File: config.mk
export PLATFORM = sky130hd
export DESIGN_NAME = sd_cmd_controller
export DESIGN_NICKNAME = d
export VERILOG_FILES = /design/src/rtl/sd_cmd_controller.sv
export SDC_FILE = /design/constraint.sdc
export NUM_CORES = 1
export LEC_CHECK = 0
export CORE_MARGIN = 2
export CORE_UTILIZATION = 30
export CTS_CLUSTER_DIAMETER = 120
export DETAILED_ROUTE_END_ITERATION = 8
export GPL_ROUTABILITY_DRIVEN = 0
export PLACE_DENSITY = 0.5
export SLEW_MARGIN = 20
export SYNTH_ARGS = -nofsm -noshare
export SYNTH_HDL_FRONTEND = slang
export SYNTH_SLANG_ARGS = --single-unit
File: constraint.sdc
create_clock -name clk -period 3.2 [get_ports clk]
set_input_delay 0.96 -clock clk [delete_from_list [all_inputs] [get_ports clk]]
set_output_delay 0.96 -clock clk [all_outputs]
set_load 0.03 [all_outputs]
File: src/rtl/sd_cmd_controller.sv
// ============================================================================
// sd_cmd_controller: issues one SPI-mode SD command frame and collects the
// R1 response, with optional 4 trailing bytes.  Rev 1.0
// ============================================================================
`default_nettype none

module sd_cmd_controller #(
   parameter int MAX_POLL = 8
) (
   input  logic        clk,
   input  logic        reset,
   input  logic        cmd_start,
   input  logic [5:0]  cmd_index,
   input  logic [31:0] cmd_arg,
   input  logic [6:0]  cmd_crc,
   input  logic        resp_long,
   output logic        tx_start,
   output logic [7:0]  tx_byte,
   input  logic        tx_done,
   output logic        rx_start,
   input  logic [7:0]  rx_byte,
   input  logic        rx_done,
   output logic        cs_n,
   output logic        busy,
   output logic        done,
   output logic        timeout,
   output logic [7:0]  r1,
   output logic [31:0] resp_data
);

   localparam int PW = $clog2(MAX_POLL) + 1;
   localparam logic [PW-1:0] POLL_LAST = PW'(MAX_POLL - 1);

   typedef enum logic [2:0] {
      IDLE   = 3'd0,
      SEND   = 3'd1,
      POLL   = 3'd2,
      EXTRA  = 3'd3,
      FINISH = 3'd4
   } state_t;

   state_t         state_q, state_d;
   logic [2:0]     byte_cnt_q, byte_cnt_d;
   logic [PW-1:0]  poll_cnt_q, poll_cnt_d;
   logic [31:0]    arg_q, arg_d;
   logic [6:0]     crc_q, crc_d;
   logic           long_q, long_d;
   logic           tx_start_q, tx_start_d;
   logic           rx_start_q, rx_start_d;
   logic [7:0]     tx_byte_q, tx_byte_d;
   logic           cs_n_q, cs_n_d;
   logic           done_q, done_d;
   logic           timeout_q, timeout_d;
   logic [7:0]     r1_q, r1_d;
   logic [31:0]    resp_data_q, resp_data_d;
   logic [2:0]     next_cnt;

   always_comb begin
      state_d     = state_q;
      byte_cnt_d  = byte_cnt_q;
      poll_cnt_d  = poll_cnt_q;
      arg_d       = arg_q;
      crc_d       = crc_q;
      long_d      = long_q;
      tx_start_d  = 1'b0;
      rx_start_d  = 1'b0;
      tx_byte_d   = tx_byte_q;
      cs_n_d      = cs_n_q;
      done_d      = 1'b0;
      timeout_d   = timeout_q;
      r1_d        = r1_q;
      resp_data_d = resp_data_q;
      next_cnt    = byte_cnt_q + 3'd1;

      case (state_q)
         IDLE: begin
            if (cmd_start) begin
               arg_d       = cmd_arg;
               crc_d       = cmd_crc;
               long_d      = resp_long;
               r1_d        = 8'h00;
               resp_data_d = 32'h0;
               timeout_d   = 1'b0;
               cs_n_d      = 1'b0;
               byte_cnt_d  = 3'd0;
               poll_cnt_d  = '0;
               tx_byte_d   = {2'b01, cmd_index};
               tx_start_d  = 1'b1;
               state_d     = SEND;
            end
         end
         SEND: begin
            if (tx_done) begin
               if (byte_cnt_q == 3'd5) begin
                  byte_cnt_d = 3'd0;
                  tx_byte_d  = 8'hFF;
                  rx_start_d = 1'b1;
                  state_d    = POLL;
               end else begin
                  byte_cnt_d = next_cnt;
                  tx_start_d = 1'b1;
                  case (next_cnt)
                     3'd1:    tx_byte_d = arg_q[31:24];
                     3'd2:    tx_byte_d = arg_q[23:16];
                     3'd3:    tx_byte_d = arg_q[15:8];
                     3'd4:    tx_byte_d = arg_q[7:0];
                     default: tx_byte_d = {crc_q, 1'b1};
                  endcase
               end
            end
         end
         POLL: begin
            if (rx_done) begin
               if (!rx_byte[7]) begin
                  r1_d = rx_byte;
                  if (long_q) begin
                     rx_start_d = 1'b1;
                     state_d    = EXTRA;
                  end else begin
                     done_d  = 1'b1;
                     cs_n_d  = 1'b1;
                     state_d = FINISH;
                  end
               end else begin
                  poll_cnt_d = poll_cnt_q + PW'(1);
                  if (poll_cnt_q == POLL_LAST) begin
                     timeout_d = 1'b1;
                     done_d    = 1'b1;
                     cs_n_d    = 1'b1;
                     state_d   = FINISH;
                  end else begin
                     rx_start_d = 1'b1;
                  end
               end
            end
         end
         EXTRA: begin
            if (rx_done) begin
               resp_data_d = {resp_data_q[23:0], rx_byte};
               if (byte_cnt_q == 3'd3) begin
                  done_d  = 1'b1;
                  cs_n_d  = 1'b1;
                  state_d = FINISH;
               end else begin
                  byte_cnt_d = next_cnt;
                  rx_start_d = 1'b1;
               end
            end
         end
         FINISH:  state_d = IDLE;
         default: state_d = IDLE;
      endcase
   end

   always_ff @(posedge clk) begin
      if (reset) begin
         state_q     <= IDLE;
         byte_cnt_q  <= 3'd0;
         poll_cnt_q  <= '0;
         arg_q       <= 32'h0;
         crc_q       <= 7'h0;
         long_q      <= 1'b0;
         tx_start_q  <= 1'b0;
         rx_start_q  <= 1'b0;
         tx_byte_q   <= 8'hFF;
         cs_n_q      <= 1'b1;
         done_q      <= 1'b0;
         timeout_q   <= 1'b0;
         r1_q        <= 8'h00;
         resp_data_q <= 32'h0;
      end else begin
         state_q     <= state_d;
         byte_cnt_q  <= byte_cnt_d;
         poll_cnt_q  <= poll_cnt_d;
         arg_q       <= arg_d;
         crc_q       <= crc_d;
         long_q      <= long_d;
         tx_start_q  <= tx_start_d;
         rx_start_q  <= rx_start_d;
         tx_byte_q   <= tx_byte_d;
         cs_n_q      <= cs_n_d;
         done_q      <= done_d;
         timeout_q   <= timeout_d;
         r1_q        <= r1_d;
         resp_data_q <= resp_data_d;
      end
   end

   assign tx_start  = tx_start_q;
   assign tx_byte   = tx_byte_q;
   assign rx_start  = rx_start_q;
   assign cs_n      = cs_n_q;
   assign busy      = (state_q != IDLE);
   assign done      = done_q;
   assign timeout   = timeout_q;
   assign r1        = r1_q;
   assign resp_data = resp_data_q;

endmodule

`default_nettype wire

# Word level (Yosys, flattened, before mapping)
# Index checks and enable logic that the tools add are counted.
# totals
inputBits	59
output_inout_bits	54
regBits	103
wordCells	117
# classes
add_sub_neg	2
mux	63
eq_ne	22
reduce_logical	16
# op_table
op	n
32-bit 2-to-1 mux	2
32-bit one-hot mux with 2 select lines	1
8-bit 2-to-1 mux	6
3-bit 2-to-1 mux	14
8-bit one-hot mux with 2 select lines	2
8-bit one-hot mux with 4 select lines	1
1-bit 2-to-1 mux	26
2-bit inequality test, second input constant	10
3-bit by 2-bit == test with 1-bit output, second input constant	5
7-bit AND reduction	2
4-bit 2-to-1 mux	3
3-bit one-hot mux with 4 select lines	1
5-bit AND reduction	2
3-bit one-hot mux with 3 select lines	1
3-bit nonzero test	3
4-bit one-hot mux with 2 select lines	1
4-bit AND reduction	2
3-bit by 1-bit == test with 1-bit output, second input constant	2
3-bit == test, second input constant	2
3-bit inequality test, second input constant	2
1-bit one-hot mux with 2 select lines	3
1-bit one-hot mux with 3 select lines	2
3-bit AND reduction	2
2-bit nonzero test	3
5 further kinds	5

# Longest topological paths before layout
# Gate-level depths: netlist of run 1.
# logic_depth
word_depth	6
depth_mapped	8
depth_no_buf	6

# Worst setup path after synthesis of run 1
# No wires, ideal clock.
# synth_path
path_type	reg2out
startpoint	register state_q[2]
endpoint	output port busy
path_stages_with_launch	4
arrival_ps	1174
path_buffers	2
path_slack_ps	1066
required_time_ps	2240
path_cell_list	dfxtp_1 buf_4 clkbuf_1 or3_1
# synth_via
elab_chain_len	1
# synth_lines
element	line_no	text
start, declared	42	state_t state_q, state_d;
start signal, assigned	172	state_q <= state_d;
3-bit nonzero test	193	assign busy = (state_q != IDLE);
end, declared	24	output logic busy,
# Every way passes these cells.

# Worst setup path in the final report of run 1
# Ends and elaborated chain as after synthesis.

==> flow_summary.json, run 1 <==
{
  "syn_nets": 621,
  "postPlaceCellArea_sq_mm": 0.005819,
  "p_total_mw": 4.451,
  "ys_ff_latch": 102,
  "cp-start-kind": "flop",
  "crit_chain": "or3_1 -> clkdlybuf4s50_1",
  "ios": 113,
  "tns_ns": 0,
  "dieArea_sq_mm": 0.01612,
  "multiInputGateArea_sq_mm": 0.002273,
  "fill_cells": 1490,
  "period_share": 0.8089,
  "start_util": 0.3097,
  "ctsResizeCount": 0,
  "outcome": "complete, no violations",
  "insertion_delay_ns": 0.35,
  "max-cap-violations": 0,
  "worstHoldStart": "arg_q[22]$_SDFFE_PP0P_",
  "reg2reg_slack_ns": 1.00,
  "avgSynthCellArea_sq_um": 8.172,
  "synth_edf_count": 0,
  "min_period_ns": 2.589,
  "clk_pin_slew_worst_paths_ns": 0.07,
  "swShare": 0.3759,
  "rows": 44,
  "clock-root-buffer": "clkbuf_16",
  "syn_to_final_growth_pct": 35.06,
  "grt_max_degree": 65,
  "slew_viol_final": 0,
  "r2r-end": "tx_byte[0]$_SDFFE_PP1P_",
  "holdPathEnd": "arg_q[22]$_SDFFE_PP0P_",
  "num_antenna_cells": 0,
  "synthTopCellsByArea": "dfxtp_1 45%, a21oi_1 9.8%, nand2_1 8.4%",
  "fin_hold_ws_ns": 0.4583,
  "die_y_um": 127.0,
  "hold_path_class": "reg2reg",
  "fin_cells": 835,
  "crit_type": "reg2out",
  "cts_tree": "yes",
  "internal_power_mw": 2.778,
  "pre_cts_ws_ns": 0.4314,
  "synth_top_area_frac": 0.4502,
  "drc_errors": 0,
  "wirelength_um": 13100,
  "nets": 712,
  "crit_slowest_cell": "clkdlybuf4s50_1",
  "viasPerCell": 5.110,
  "crit_path_end_kind": "output port",
  "synth_commonest_cells": "102 x dfxtp_1, 101 x nand2_1, 89 x a21oi_1",
  "ys_types": 56,
  "syn_inst": 555,
  "slowest_delay_ns": 0.60,
  "drive_gt1_frac": 0.06912,
  "ys_async_sr_fraction": 0,
  "crit_arrival_ns": 1.63,
  "whs_path_depth": 2,
  "grt-ovfl-total": 0,
  "rsz0062_at_grt": "no",
  "worstPathMaxFanout": 2,
  "fin_ws_ns": 0.6114,
  "antenna_found_initial": 0,
  "coreArea_sq_mm": 0.01464,
  "final_core_util": 0.4183,
  "ir_drop_mv": 0.2831,
  "cp.required_ns": 2.24,
  "finClkSkew_ns": 0.006624,
  "hpwl_um": 9271,
  "p_clk_frac": 0.255,
  "grt_pass1_wl_um": 21440,
  "yosysSeqAreaShare": 0.4502,
  "yosys.cell_count.top_type": "dfxtp_1",
  "power_switching_mw": 1.673,
  "numPortBuffers": 111,
  "maxSlewHeadroom": 0.5498,
  "grt_usage": 0.1674,
  "power.density_mw_per_mm2": 726.6,
  "htreeDepth": 3,
  "num_vias": 4267,
  "r2r_start": "byte_cnt_q[0]$_SDFFE_PP0P_",
  "cts_sinks": 102,
  "worst_slew_pin_slew_ns": 0.6754,
  "seqCellArea_sq_mm": 0.002042,
  "post-place-cells": 819,
  "pwr-share-seq": 0.357,
  "die_x_um": 127.0,
  "comb_power_share": 0.388,
  "cts_buffers": 9,
  "clockBufferDepth": 2,
  "yosysWarnings": 0,
  "cts_hold_buf": 0,
  "p_leak_nw": 2.142,
  "grt_pass1_vias": 4192,
  "ant_nets": 0,
  "detail_route.first_pass.iterations": 4,
  "wire_per_inst_um": 15.69,
  "reg2reg_depth": 6,
  "max_freq_ghz": 0.3863,
  "finalHoldViolations": 0,
  "post_cts_buffers": 0,
  "setup_viol": 0,
  "netlist_area_sq_mm": 0.004536,
  "stdcell_area_sq_mm": 0.006126,
  "synthFlopType": "dfxtp_1",
  "drt_iter0_drc": 271,
  "synth.largest_area_cell": "dfxtp_1"
}
==> worst max-delay path, delay by kind of cell (launching register included) <==
| kind | cells | cell delay (ns) |
|---|---|---|
| buf+inv | 1 | 0.60 |
| flops | 1 | 0.31 |
| simple gates | 1 | 0.37 |
==> cell families after synthesis <==
family                   share of synthesized area
AND/OR/NAND/NOR                             0.2670
AO/OA/AOI/OAI                               0.2022
flip-flops                                  0.4502
buffers and inverters                      0.05214
adder cells (fa/ha/maj)                    0.01931
XOR/XNOR                                  0.003863
multiplexers                              0.004414
other                                    0.0008268
==> registers in the layout (all words and copies together) (netlist names), 3 cells and up <==
name / cells
state_q: 3
crc_q: 7
arg_q: 32
tx_byte: 8
r1: 7
resp_data: 32
poll_cnt_q: 4
byte_cnt_q: 3
==> layer usage <==
| metal | vias to the layer above | track usage | wire length (um) |
|---|---|---|---|
| met5 | - | 0 | 0 |
| met4 | 0 | 0.05495 | 229 |
| met3 | 16 | 0.04513 | 594 |
| met2 | 102 | 0.2780 | 6198 |
| met1 | 2025 | 0.2112 | 6083 |
| li1 | 2124 | - | - |
==> cell usage in the layout (no fill, tap or decap), types with 3 or more instances in the layout <==
cell             instances
o211ai_1                 5
o21bai_1                 5
dfxtp_1                102
buf_4                   13
nor2_1                  15
nand2b_1                35
clkbuf_16                9
a32oi_1                  5
ha_1                     7
nand3_1                 58
or4_1                    3
clkdlybuf4s50_1        110
a222oi_1                 3
inv_1                    8
nand2_1                101
clkinvlp_4               3
nor3b_1                  3
nor2b_1                  4
o21ai_0                  7
and3b_1                  3
a21oi_1                 89
a21o_1                   6
a221oi_1                 7
o21ai_1                  3
==> how the worst max path moves through the flow <==
stage / from / end / slack, ns / cells past startpoint
3_5_place_dp: cmd_start / crc_q[6]$_SDFFE_PP0P_ / 0.43 / 5
3_3_place_gp: cmd_start / arg_q[0]$_SDFFE_PP0P_ / 0.47 / 5
6_report: state_q[2]$_SDFFE_PP0P_ / busy / 0.61 / 2
2_1_floorplan: state_q[2]$_SDFFE_PP0P_ / busy / 1.07 / 3
5_1_grt: state_q[2]$_SDFFE_PP0P_ / busy / 0.56 / 2
4_1_cts: state_q[2]$_SDFFE_PP0P_ / busy / 0.58 / 2
==> layout make-up <==
cell class / instances / area share
well taps: 184 / 0.03758
clock inverters: 7 / 0.01328
repair buffers: 126 / 0.2030
flip-flops and latches: 102 / 0.3333
inverters: 8 / 0.004902
clock buffers: 9 / 0.03676
multi-input cells: 399 / 0.3711
==> power groups by stage <==
stage	logic [mW]	clock network (mW)	registers, mW
floorplan	1.06	0	1.72
global placement	1.72	0	1.62
detailed placement	1.74	0	1.62
CTS	1.74	1.17	1.59
global route	1.90	1.21	1.62
finish	1.73	1.13	1.59
No activity file was read; power rests on OpenSTA's default activity.
==> run 2: changes to the inputs <==
PLACE_DENSITY = 0.52   (was 0.5)
clock period = 2.2 ns   (was 3.2 ns; I/O delays follow)
==> run 2 against run 1 <==
  * Core utilization increased by 1.6 points
  * Setup slack worse by 0.54 ns
  * Register-to-register slack worse by 0.81 ns
  * Sequential share of layout area down 1.2 points
  * Via count grew 1.2%
  * Critical endpoint unchanged
  * Highest routed layer unchanged
==> flow_summary.json, run 2 (synthesis gave the netlist of run 1 again) <==
{
  "r2r_start": "byte_cnt_q[0]$_SDFFE_PP0P_",
  "grt_usage": 0.1673,
  "syn_to_final_growth_pct": 40.30,
  "grt_pass1_vias": 4420,
  "p_clk_frac": 0.258,
  "htreeDepth": 3,
  "crit_chain": "buf_12 -> or3_1 -> buf_12",
  "power.density_mw_per_mm2": 1068,
  "crit_path_frequent_cell": "buf_12",
  "crit_type": "reg2out",
  "slew_viol_final": 0,
  "nets": 734,
  "comb_power_share": 0.397,
  "crit_path_end_kind": "output port",
  "num_vias": 4320,
  "clock-root-buffer": "clkbuf_16",
  "reg2reg_depth": 6,
  "cts_buffers": 9,
  "p_leak_nw": 2.282,
  "drt_iter0_drc": 333,
  "hold_path_class": "reg2reg",
  "path_delay_family": "simple AND/OR/NAND/NOR gates",
  "slowest_delay_ns": 0.40,
  "insertion_delay_ns": 0.35,
  "power_switching_mw": 2.434,
  "fill_cells": 1471,
  "cts_hold_buf": 0,
  "clockBufferDepth": 2,
  "ir_drop_mv": 0.5274,
  "worstHoldStart": "r1[6]$_SDFFE_PP0P_",
  "swShare": 0.3580,
  "finClkSkew_ns": 0.01209,
  "num_antenna_cells": 0,
  "wirelength_um": 13100,
  "worstPathMaxFanout": 16,
  "internal_power_mw": 4.365,
  "grt-ovfl-total": 0,
  "crit_arrival_ns": 1.47,
  "multiInputGateArea_sq_mm": 0.002280,
  "path_depth": 3,
  "seqCellArea_sq_mm": 0.002044,
  "period_share": 0.9678,
  "viasPerCell": 5.041,
  "layout_commonest_cell": "clkdlybuf4s50_1",
  "coreArea_sq_mm": 0.01464,
  "ant_nets": 0,
  "grt_pass1_wl_um": 21650,
  "wire_per_inst_um": 15.28,
  "ios": 113,
  "pwr-share-seq": 0.345,
  "numPortBuffers": 111,
  "cp.required_ns": 1.54,
  "stdcell_area_sq_mm": 0.006364,
  "cp-startpoint": "state_q[1]$_SDFFE_PP0P_",
  "clk_pin_slew_worst_paths_ns": 0.06,
  "layout_common_cells": "109 x clkdlybuf4s50_1, 101 x nand2_1, 100 x dfxtp_1, 89 x a21oi_1, 58 x nand3_1",
  "die_y_um": 127.0,
  "hpwl_um": 9736,
  "antenna_found_initial": 0,
  "tns_ns": 0,
  "finalHoldViolations": 0,
  "whs_path_depth": 2,
  "cp-start-kind": "flop",
  "min_period_ns": 2.129,
  "drc_errors": 0,
  "postPlaceCellArea_sq_mm": 0.006020,
  "grt_max_degree": 65,
  "max_freq_ghz": 0.4696,
  "cts_sinks": 102,
  "rsz0062_at_grt": "no",
  "detail_route.first_pass.iterations": 6,
  "die_x_um": 127.0,
  "critical_path_buf_inv_count": 2,
  "rows": 44,
  "outcome": "complete, no violations",
  "dieArea_sq_mm": 0.01612,
  "max-cap-violations": 0,
  "start_util": 0.3097,
  "cts_tree": "yes",
  "drive_gt1_frac": 0.1055,
  "setup_viol": 0,
  "crit_slowest_cell": "or3_1"
}
run 2: final timing paths:
kind / endpoint / slack, ns
min reg2reg: r1[6]$_SDFFE_PP0P_ / 0.45
max: busy / 0.07
max reg2reg: tx_byte[6]$_SDFFE_PP1P_ / 0.19
min: r1[6]$_SDFFE_PP0P_ / 0.45
run 2: power by group through the flow:
stage | registers, mW | logic [mW] | clock network, mW
3_5_place_dp | 2.39 | 2.69 | 0
2_1_floorplan | 2.50 | 1.55 | 0
4_1_cts | 2.35 | 2.70 | 1.81
5_1_grt | 2.38 | 2.97 | 1.87
3_3_place_gp | 2.38 | 2.66 | 0
6_report | 2.35 | 2.70 | 1.75
run 2: metrics by stage:
| stage | hold slack (ns) | utilization | std cells | power (mW) | worst slack (ns) |
|---|---|---|---|---|---|
| after global placement | 0.4407 | 0.4111 | 841 | 5.043 | -0.2190 |
| after detailed placement | 0.4477 | 0.4111 | 841 | 5.076 | -0.2593 |
| final | 0.4542 | 0.4346 | 857 | 6.799 | 0.07073 |
| after global routing | 0.4773 | 0.4346 | 857 | 7.224 | 0.01508 |
| after floorplan | 0.4329 | - | 555 | 4.045 | 0.2241 |
| after CTS | 0.4570 | 0.4338 | 857 | 6.857 | 0.04964 |
run 2: timing repair:
item,4_1_cts,5_1_grt
gates resized for setup,1,4
endpoints found under the setup margin,1,4
buffers inserted,0,0
run 2: cell type report:
class,count,share of cell area
inverters,8,0.004719
repair buffers,148,0.2275
clock buffers,10,0.03755
flip-flops and latches,102,0.3213
clock inverters,6,0.01455
well taps,184,0.03618
multi-input cells,399,0.3582
run 2: worst register-to-register path: stages (launching register included):
cell and delay [ns]:
dfxtp_2 0.35, ha_1 0.23, ha_1 0.34, nor4b_4 0.15, or2_2 0.38, a221oi_1 0.32, o21ai_1 0.12
run 2: metal layers:
layer / share of wire / track usage / vias up
met2: 0.49 / 0.2840 / 125
met5: 0 / 0 / -
li1: - / - / 2170
met1: 0.45 / 0.2071 / 2010
met3: 0.049 / 0.03796 / 15
met4: 0.019 / 0.06335 / 0
==> run 3: changes to the inputs <==
CAP_MARGIN = 20   (was unset)
CTS_CLUSTER_DIAMETER = unset   (was 120)
==> results of run 3 <==
Final layout, timing and power as in run 2 (identical DEF).
==> edit 1, RTL diff (config.mk and constraints of run 2) <==
The 5 states of `state_t` get a Gray code encoding in 3 bits.
--- a/src/rtl/sd_cmd_controller.sv
+++ b/src/rtl/sd_cmd_controller.sv
@@ -32,11 +32,11 @@
    localparam logic [PW-1:0] POLL_LAST = PW'(MAX_POLL - 1);
 
    typedef enum logic [2:0] {
-      IDLE   = 3'd0,
-      SEND   = 3'd1,
-      POLL   = 3'd2,
-      EXTRA  = 3'd3,
-      FINISH = 3'd4
+      IDLE   = 3'b000,
+      SEND   = 3'b001,
+      POLL   = 3'b011,
+      EXTRA  = 3'b010,
+      FINISH = 3'b110
    } state_t;
 
    state_t         state_q, state_d;
Function: same outputs for any inputs over 10 cycles, from zero or initial values and one cycle with reset high; not proved beyond that.
==> edit 1 against run 2 <==
  * Design area down 3.8%
  * Fmax is essentially flat
  * Routed wire length is 3.7% lower
  * Non-clock buffer count down 10
  * Synthesized cell count decreased by 3.8%
  * Critical path type unchanged
  * Count of clock-buffer cells in the layout is the same
  * Critical path depth decreased by 1
  * Clock skew is 0.0031 ns lower
  * Sequential cell count stayed put
  * Setup slack about the same
  * Area after synthesis down 1.6%
  * Die area fell by 1.5%
Power is not compared: it rests on default switching activity, and its combinational part moved more than twofold at a synthesized area within 25%.
==> edit 1: results (changes against run 2) <==
status finished clean (unchanged); post-synthesis net count 600 (was 621); crit-path max cell delay 0.48 ns (was 0.40 ns); Post-CTS Resized 0 (was 1); post-DP HPWL 8840 um (was 9740 um); R2R Setup Slk 0.13 ns (was 0.19 ns); yosys warns 0 (unchanged); 1st-iter DRT viols 246 (was 333); sequential fraction of the synthesis area 45.8% (was 45.0%); drt via density 5.05 (was 5.04); pre-CTS WS -0.0492 ns (was -0.259 ns); drt first pass iters 5 (was 6); Clock transition at path regs 0.07 ns; worst r2r path cells 7 (was 6); Crit Path Max Fanout 17 (was 16); final net count 701 (was 734); skew final 0.00897 ns (was 0.0121 ns); Placed Instances 808 (was 841); fin cells 824 (was 857); largest net degree at the start of global routing 102 (was 65); R2R Path End tx_byte[4] (was tx_byte[6]); FILL cells 1528 (was 1471); synth unique cells 54 (was 56); top cells by count, synth 118 x nand2_1, 102 x dfxtp_1, 83 x a21oi_1, 33 x nand4_1, 21 x clkbuf_1 (was 102 x dfxtp_1, 101 x nand2_1, 89 x a21oi_1, 58 x nand3_1, 35 x nand2b_1); worst setup margin 0.0708 ns (was 0.0707 ns); largest cells by area after synthesis dfxtp_1 46%, nand2_1 9.9%, a21oi_1 9.3% (was dfxtp_1 45%, a21oi_1 9.8%, nand2_1 8.4%); Total Wirelength 12600 um (was 13100 um); first-pass GRT wire length 20100 um (was 21600 um); GRT Overall Usage 15.7% (was 16.7%)
[edit 1: worst min-delay path by stage]
stage / startpoint / to / slack [ns] / depth (start not counted)
floorplan: arg_q[6] / arg_q[6] / 0.43 / 2
global placement: arg_q[10] / arg_q[10] / 0.44 / 2
detailed placement: arg_q[6] / arg_q[6] / 0.45 / 2
CTS: arg_q[6] / arg_q[6] / 0.46 / 2
global route: arg_q[6] / arg_q[6] / 0.48 / 2
finish: arg_q[30] / arg_q[30] / 0.46 / 2
[edit 1: power groups by stage]
stage               combinational [mW]  sequential [mW]  clock, mW
floorplan                        0.288             2.02          0
global placement                 0.556             2.00          0
detailed placement               0.564             2.00          0
CTS                              0.565             1.96       1.69
global route                     0.616             1.96       1.76
finish                           0.565             1.96       1.64
[edit 1: stage by stage]
stage               util [%]  cell area, um^2  hold slack [ns]
floorplan                  -             4460            0.432
global placement        39.9             5800            0.445
detailed placement      39.9             5800            0.447
CTS                     42.0             6100            0.457
global route            42.1             6120            0.478
finish                  42.1             6120            0.457
[edit 1: routing by layer]
layer | global-route usage [%] | up-vias | wire (um)
li1 | - | 2089 | -
met1 | 20.3 | 1949 | 5690
met2 | 26.3 | 111 | 6170
met3 | 3.31 | 9 | 641
met4 | 4.85 | 0 | 119
met5 | 0 | - | 0
[edit 1: kinds of logic after synthesis]
kind of cell	after synthesis	synth area share, %
AND/OR/NAND/NOR	222	24.5
AO/OA/AOI/OAI	144	20.1
flip-flops	102	45.8
buffers and inverters	52	6.31
adder cells (fa/ha/maj)	7	1.96
XOR/XNOR	3	0.589
multiplexers	3	0.701
other	1	0.0840
[edit 1: cell type report]
class	instances	share of cell area, %
Clock buffer	10	3.90
Clock inverter	6	1.10
Inverter	4	0.245
Multi-Input combinational cell	380	35.3
Sequential cell	102	33.4
Tap cell	184	3.76
Timing Repair Buffer	138	22.4
==> edit 2, RTL diff (flow settings as in run 2) <==
Made on the original files. Set the parameter `MAX_POLL` to 32 (it was 8).
--- a/src/rtl/sd_cmd_controller.sv
+++ b/src/rtl/sd_cmd_controller.sv
@@ -5,7 +5,7 @@
 `default_nettype none
 
 module sd_cmd_controller #(
-   parameter int MAX_POLL = 8
+   parameter int MAX_POLL = 32
 ) (
    input  logic        clk,
    input  logic        reset,
Check against the original RTL: no difference found for any inputs over 10 cycles, from zero or initial values and one cycle with reset high; that may be too few to reach the edited logic, so the function may still have changed.
==> edit 2 against run 2 <==
  * Area after synthesis decreased by 1.0%
  * Via count down 3.4%
  * Power is 8.0% lower
  * Design area decreased by 1.6%
  * Sequential cell count increased by 2
  * Cell count decreased by 1.4%
  * Setup slack better by 0.029 ns
  * Fmax is 1.4% higher
  * Routed wire length shrank 1.0%
  * Register-to-register slack got worse by 0.07 ns
  * Largest power group unchanged
==> edit 2: results (changes against run 2) <==
largest cells by area after synthesis dfxtp_1 46%, a21oi_1 9.6%, nand2_1 8.3% (was dfxtp_1 45%, a21oi_1 9.8%, nand2_1 8.4%); Total Wirelength 13000 um (was 13100 um); 1st-iter DRT viols 299 (was 333); sequential fraction of the synthesis area 46.4% (was 45.0%); number of non-clock inverters 8 (unchanged); status finished clean (unchanged); full die area 16000 um^2 (was 16100 um^2); largest net degree at the start of global routing 94 (was 65); GRT Overall Usage 16.3% (was 16.7%); placed cell area 5960 um^2 (was 6020 um^2); FILL cells 1458 (was 1471); multi-input combinational cell area 2220 um^2 (was 2280 um^2); Mapped Cells 539 (was 555); pre-CTS WS -0.202 ns (was -0.259 ns); Placed Instances 829 (was 841); Lkg Pwr 2.21 nW (was 2.28 nW); sequential standard cell area 2080 um^2 (was 2040 um^2); multi-input gates 387 (was 399); post-DP HPWL 9220 um (was 9740 um); Non-CTS buffers 146 (was 148); Data buffer area share 22.6% (was 22.7%); final instance area 6260 um^2 (was 6360 um^2); synth unique cells 53 (was 56); family with the most delay on the worst path buffers and inverters (was simple AND/OR/NAND/NOR gates); Crit Path Max Fanout 3 (was 16); share of cells above drive strength 1 9.53% (was 10.5%); drt via density 4.94 (was 5.04); CTS root buffer clkbuf_16 (unchanged); clk_buf instances 13 (was 10); worst hold path class flop to flop (unchanged); Final TNS setup 0 ns (unchanged); crit-path max cell delay 0.71 ns (was 0.40 ns); Synth Register Bits 104 (was 102); number of global-route vias before repair 4051 (was 4420); Layout clock area frac 4.52% (was 5.21%); worst IR drop on VDD 0.405 mV (was 0.527 mV); first-pass GRT wire length 21000 um (was 21600 um); post-synthesis net count 605 (was 621); final net count 722 (was 734); fin cells 845 (was 857); skew final 0.00736 ns (was 0.0121 ns); top cells by count, synth 104 x dfxtp_1, 99 x nand2_1, 86 x a21oi_1, 41 x nand3_1, 33 x nand2b_1 (was 102 x dfxtp_1, 101 x nand2_1, 89 x a21oi_1, 58 x nand3_1, 35 x nand2b_1); drt first pass iters 5 (was 6); Worst EP arrival 1.44 ns (was 1.47 ns)
edit 2: cell types whose count changed in the layout (fill, tap and decap cells not counted), sizes merged, moves of 5 or more:
| cell | run 2 | this run |
|---|---|---|
| o21bai | 5 | 0 |
| and2 | 0 | 5 |
| a221oi | 7 | 0 |
| nand3 | 59 | 41 |
| a221o | 0 | 6 |
edit 2: per-layer routing:
layer  global-route usage [%]  share of wire [%]
met1                     22.8                 49
met2                     24.4                 44
met3                     5.06                5.4
met4                     4.20                1.3
met5                        0                  0
edit 2: path summary, 6_finish.rpt:
| check | cells after the start | end | slack (ns) | from |
|---|---|---|---|---|
| setup / recovery | 1 | resp_data[7] | 0.1 | resp_data[7] |
| hold / removal | 2 | r1[3] | 0.45 | r1[3] |
| setup reg to reg | 6 | tx_byte[1] | 0.12 | byte_cnt_q[0] |
| hold reg to reg | 2 | r1[3] | 0.45 | r1[3] |
edit 2: cells by family after synthesis:
kind of cell,share of synthesized area [%]
and+or+nand+nor,23.6
other,0.0835
buffers and inverters,4.79
xor gates and xnor gates,0.975
muxes,1.59
DFF,46.4
AOI/OAI and AO/OA,20.6
adders and majority gates,1.95
edit 2: where the power goes:
| part | switching, mW | total [mW] | internal (mW) | leakage, nW |
|---|---|---|---|---|
| clock network | 0.689 | 1.57 | 0.883 | 0.134 |
| logic | 1.36 | 2.38 | 1.03 | 1.23 |
| registers | 0.158 | 2.30 | 2.14 | 0.847 |
| total | 2.20 | 6.25 | 4.05 | 2.21 |
edit 2: worst reg2reg max path, cell delays in order (launching register included):
cell      delay, ns
dfxtp_1        0.32
ha_1           0.24
ha_4           0.24
and2_2         0.21
a222oi_1       0.41
o211ai_1       0.21
a221o_1        0.33
edit 2: timing repair:
item / 4_1_cts / 5_1_grt
endpoints found under the setup margin: 1 / 5
resized for setup: 0 / 4
pin swaps: 1 / 2
